==> src/rtl/pc_fetch.sv <==
// Program counter, opcode slicer, zero flag and RUN/HALT state for the single-cycle CPU.
// Optional return stack for call/return opcodes is enabled by defining PC_STACK_EN.
module pc_fetch #(
    parameter int PC_W        = 10,
    parameter int INSTR_W     = 16,
    parameter int RESET_PC    = 0,
    parameter int STACK_DEPTH = 4
) (
    input  logic               clk,
    input  logic               reset,
    input  logic               en,
    input  logic [INSTR_W-1:0] instr,
    input  logic               s_inc,
    input  logic               wez,
    input  logic               alu_zero,
    output logic [PC_W-1:0]    pc,
    output logic [5:0]         opcode,
    output logic               z,
`ifdef PC_STACK_EN
    output logic               sp_empty,
`endif
    output logic               halted
);

    localparam logic [5:0] OP_HALT = 6'b111111;

    logic [PC_W-1:0] pc_q;
    logic [PC_W-1:0] pc_d;
    logic [PC_W-1:0] pc_inc;
    logic [PC_W-1:0] target;
    logic            z_q;
    logic            halted_q;
    logic            advance;

    assign opcode  = instr[INSTR_W-1 -: 6];
    assign target  = instr[PC_W-1:0];
    assign pc_inc  = pc_q + 1'b1;
    assign advance = en && !halted_q;

`ifdef PC_STACK_EN
    localparam logic [5:0] OP_CALL = 6'b001010;
    localparam logic [5:0] OP_RET  = 6'b001011;
    localparam int SP_W  = $clog2(STACK_DEPTH + 1);
    localparam int IDX_W = $clog2(STACK_DEPTH);

    logic [PC_W-1:0]  stk_q [STACK_DEPTH];
    logic [SP_W-1:0]  sp_q;
    logic             is_call;
    logic             is_ret;
    logic             stk_full;
    logic [IDX_W-1:0] top_idx;
    logic [IDX_W-1:0] push_idx;

    assign is_call  = (opcode == OP_CALL);
    assign is_ret   = (opcode == OP_RET);
    assign stk_full = (sp_q == SP_W'(STACK_DEPTH));
    assign top_idx  = IDX_W'(sp_q - 1'b1);
    assign push_idx = IDX_W'(sp_q);
    assign sp_empty = (sp_q == '0);

    always_comb begin
        pc_d = s_inc ? pc_inc : target;
        if (is_call) begin
            pc_d = target;
        end else if (is_ret) begin
            // Return with an empty stack behaves as a plain increment.
            pc_d = sp_empty ? pc_inc : stk_q[top_idx];
        end
    end

    always_ff @(posedge clk) begin
        if (!reset) begin
            sp_q <= '0;
            for (int i = 0; i < STACK_DEPTH; i++) stk_q[i] <= '0;
        end else if (advance && opcode != OP_HALT) begin
            if (is_call) begin
                // Full stack drops the oldest entry so the newest return address survives.
                if (stk_full) begin
                    for (int i = 0; i < STACK_DEPTH - 1; i++) stk_q[i] <= stk_q[i+1];
                    stk_q[STACK_DEPTH-1] <= pc_inc;
                end else begin
                    stk_q[push_idx] <= pc_inc;
                    sp_q            <= sp_q + 1'b1;
                end
            end else if (is_ret && !sp_empty) begin
                sp_q <= sp_q - 1'b1;
            end
        end
    end
`else
    always_comb begin
        pc_d = s_inc ? pc_inc : target;
    end
`endif

    always_ff @(posedge clk) begin
        if (!reset) begin
            pc_q     <= PC_W'(RESET_PC);
            z_q      <= 1'b0;
            halted_q <= 1'b0;
        end else if (advance) begin
            if (opcode == OP_HALT) begin
                halted_q <= 1'b1;
            end else begin
                pc_q <= pc_d;
            end
            if (wez) begin
                z_q <= alu_zero;
            end
        end
    end

    assign pc     = pc_q;
    assign z      = z_q;
    assign halted = halted_q;

endmodule

==> config.mk <==
export PLATFORM = sky130hd
export DESIGN_NAME = pc_fetch
export DESIGN_NICKNAME = d
export VERILOG_FILES = /design/src/rtl/pc_fetch.sv
export SDC_FILE = /design/constraint.sdc
export NUM_CORES = 1
export LEC_CHECK = 0
export CORE_MARGIN = 10
export CORE_UTILIZATION = 32
export CTS_BUF_LIST = sky130_fd_sc_hd__clkbuf_4 sky130_fd_sc_hd__clkbuf_8
export CTS_CLUSTER_SIZE = 24
export DETAILED_ROUTE_END_ITERATION = 6
export PLACE_DENSITY = 0.74
export RECOVER_POWER = 25
export SLEW_MARGIN = 20
export SYNTH_ARGS = -nofsm -noshare
export SYNTH_HDL_FRONTEND = slang
export SYNTH_SLANG_ARGS = --single-unit
==> constraint.sdc <==
create_clock -name clk -period 1.39 [get_ports clk]
set_clock_uncertainty 0.1 [all_clocks]
set_input_delay 0.278 -clock clk [delete_from_list [all_inputs] [get_ports clk]]
set_output_delay 0.278 -clock clk [all_outputs]
set_load 0.01 [all_outputs]
==> results.json <==
{
  "start_util": 0.3469,
  "dieArea_mm2": 0.004854,
  "syn_area_per_cell_um2": 8.399,
  "root_buffer": "clkbuf_4",
  "vdd_drop_max_mv": 0.5699,
  "clock_path_buffers": 2,
  "grt_pass1_wl_um": 4761,
  "dp.cells": 173,
  "antenna_found_initial": 0,
  "drc": 0,
  "crit_end": "pc[9]$_SDFFE_PN0P_",
  "die_w_um": 69.67,
  "worst_pin_slew_ns": 0.4294,
  "synth.distinct_cells": 36,
  "finalMaxSlewViolations": 0,
  "worst-path-max-fanout": 5,
  "combPwrFrac": 0.299,
  "io_buffers": 39,
  "viasPerCell": 5.254,
  "die-height_um": 69.67,
  "vias": 951,
  "yosys_most_used_dff": "dfxtp_1",
  "syn_area_um2": 789.5,
  "cts.sinks": 12,
  "gr-total-overflow": 0,
  "synth_nets": 117,
  "place.gp.congestion": 0.8180,
  "cp_data_required_time_ns": 1.50,
  "period_share": 0.9938,
  "place_ws_ns": -0.3873,
  "hpwl_um": 2202,
  "drive_gt1_frac": 0.3529,
  "setup_viol": 0,
  "grtUsageTotal": 0.1192,
  "io_pins": 40,
  "seqPwrFrac": 0.392,
  "syn_to_final_growth_pct": 80.51,
  "coreArea_mm2": 0.002276,
  "critical-path-slowest-cell": "dfxtp_4",
  "hp-class": "in2reg",
  "first_global_vias": 969,
  "cp-startpoint": "pc[2]$_SDFFE_PN0P_",
  "layout.cells.most_common": "buf_4",
  "path_clk_slew_ns": 0.09,
  "totalWireLength_um": 3075,
  "cap_violations": 0,
  "htree_levels": 1,
  "clk_latency_ns": 0.30,
  "syn-instance-count": 94,
  "stdcell_area_mm2": 0.001425,
  "cp_data_arrival_time_ns": 1.49,
  "pwr_density_cell_mw_per_mm2": 685.8,
  "synth_top_area_frac": 0.3043,
  "utilization": 0.6262,
  "place_area_mm2": 0.001289,
  "dr.pass1.iters": 4,
  "yosys-top-cells-area": "dfxtp_1 30%, a21oi_1 7.0%, buf_4 5.7%, nand2_1 5.7%, clkbuf_8 5.2%",
  "num_antenna_cells": 0,
  "stdcell_count": 181,
  "max_slew_margin": 0.7137,
  "nNetsFinal": 177,
  "critPathCaptureType": "register",
  "rsz0062_at_grt": "true",
  "seq_area_frac_synth": 0.3043,
  "first_iter_violations": 19,
  "synth_edf_count": 0,
  "postRouteAntennaNets": 0,
  "grt_max_degree": 10,
  "cts_buffers": 3,
  "synth.largest_area_cell": "dfxtp_1",
  "hold_viol": 0,
  "fp-row-count": 17,
  "switching_share": 0.2941,
  "final_cell_mix": "20 x buf_4, 16 x dlygate4sd2_1, 13 x clkdlybuf4s50_1, 11 x nand2_1, 9 x a21oi_1",
  "p_switching_uw": 287.4,
  "p_total_uw": 977.3,
  "r2r_setup_slack_ns": 0.009,
  "yosysWarnings": 0,
  "rr_startpoint": "pc[2]$_SDFFE_PN0P_",
  "post-route-min-period_ns": 1.381,
  "post-route-worst-setup-slack_ns": 0.008549,
  "status": "finished, final reports clean",
  "async_flop_share": 0,
  "ys_ff_latch": 12,
  "r2r_end": "pc[9]$_SDFFE_PN0P_",
  "p_int_uw": 689.9,
  "slowest_delay_ns": 0.38,
  "fmax_ghz": 0.7239,
  "fillCellCount": 177,
  "wl_per_cell_um": 16.99,
  "p_leak_nw": 0.6435,
  "cp-start-kind": "register",
  "clkPwrFrac": 0.309,
  "r2r_cells": 4,
  "crit_chain": "and3_4, nand3_4, o41a_1, o211ai_1",
  "worstSetupPathType": "reg2reg",
  "cts_tree": "yes"
}
==> per-layer routing <==
layer / global-route usage / up-vias / wire, um
li1: - / 464 / -
met1: 0.1194 / 458 / 1189
met2: 0.2208 / 22 / 1720
met3: 0.02996 / 7 / 100
met4: 0.05870 / 0 / 64
met5: 0 / - / 0
==> critical path, delay by kind of cell (launching register included) <==
kind             cells  cell delay, ns
AND/OR/NAND/NOR      2            0.31
AO/OA/AOI/OAI        2            0.50
flip-flops           1            0.38
==> worst min-delay path by stage <==
| stage | startpoint | endpoint | slack [ns] | cells past startpoint |
|---|---|---|---|---|
| finish | en | halted$_SDFFE_PN0P_ | 0.16 | 3 |
| floorplan | en | halted$_SDFFE_PN0P_ | 0.32 | 2 |
| global route | en | halted$_SDFFE_PN0P_ | 0.19 | 3 |
| global placement | z$_SDFFE_PN0P_ | z$_SDFFE_PN0P_ | 0.34 | 2 |
| CTS | z$_SDFFE_PN0P_ | z$_SDFFE_PN0P_ | 0.36 | 2 |
| detailed placement | z$_SDFFE_PN0P_ | z$_SDFFE_PN0P_ | 0.35 | 2 |
==> area by class of cell <==
class                      instances  area [um2]  area share
clock buffer                       4       36.28     0.02546
multi-input combinational         68       495.5      0.3477
inverter                           4       15.01     0.01054
tap                               28       35.03     0.02458
timing repair buffer              65       585.6      0.4109
sequential                        12       257.7      0.1809
==> flip-flops by register name, indices dropped and copies added, names as in the netlist <==
name,flops
halted,1
z,1
pc,10
==> through the flow <==
stage / TNS [ns] / hold WS, ns
after global routing: -0.08321 / 0.1861
after detailed placement: -5.428 / 0.3522
after floorplan: 0 / 0.3187
after CTS: -0.01762 / 0.3650
final: 0 / 0.1555
after global placement: -5.066 / 0.3382
==> power groups by stage <==
stage / registers, mW / logic, mW / clock network [mW]
4_1_cts: 0.382 / 0.277 / 0.301
5_1_grt: 0.386 / 0.313 / 0.320
2_1_floorplan: 0.401 / 0.107 / 0
6_report: 0.383 / 0.292 / 0.302
3_3_place_gp: 0.389 / 0.275 / 0
3_5_place_dp: 0.389 / 0.281 / 0
==> cell families (layout without fill, tap and decap cells) <==
| logic type | Yosys count | count (layout) | share of synthesized area |
|---|---|---|---|
| DFF | 12 | 12 | 0.3043 |
| and+or+nand+nor | 34 | 34 | 0.2346 |
| adders and majority gates | 1 | 1 | 0.01585 |
| muxes | 2 | 2 | 0.02694 |
| buffers and inverters | 14 | 73 | 0.1426 |
| AOI/OAI and AO/OA | 31 | 31 | 0.2758 |
==> Yosys cell counts, drive strengths merged (3+ instances only) <==
cell type,count
dfxtp,12
nand2,12
a21oi,11
buf,7
nand3,5
nor2,5
a2bb2oi,3
clkbuf,3
inv,3
nand4,3
o21ai,3
o32ai,3
==> repair_timing <==
item	4_1_cts	5_1_grt
buffers inserted	1	3
endpoints found under the hold margin	0	0
hold buffers	0	0
gates resized for setup	44	19
endpoints found under the setup margin	28	15
pin swaps	4	6
Power figures use the tool's default switching activity.
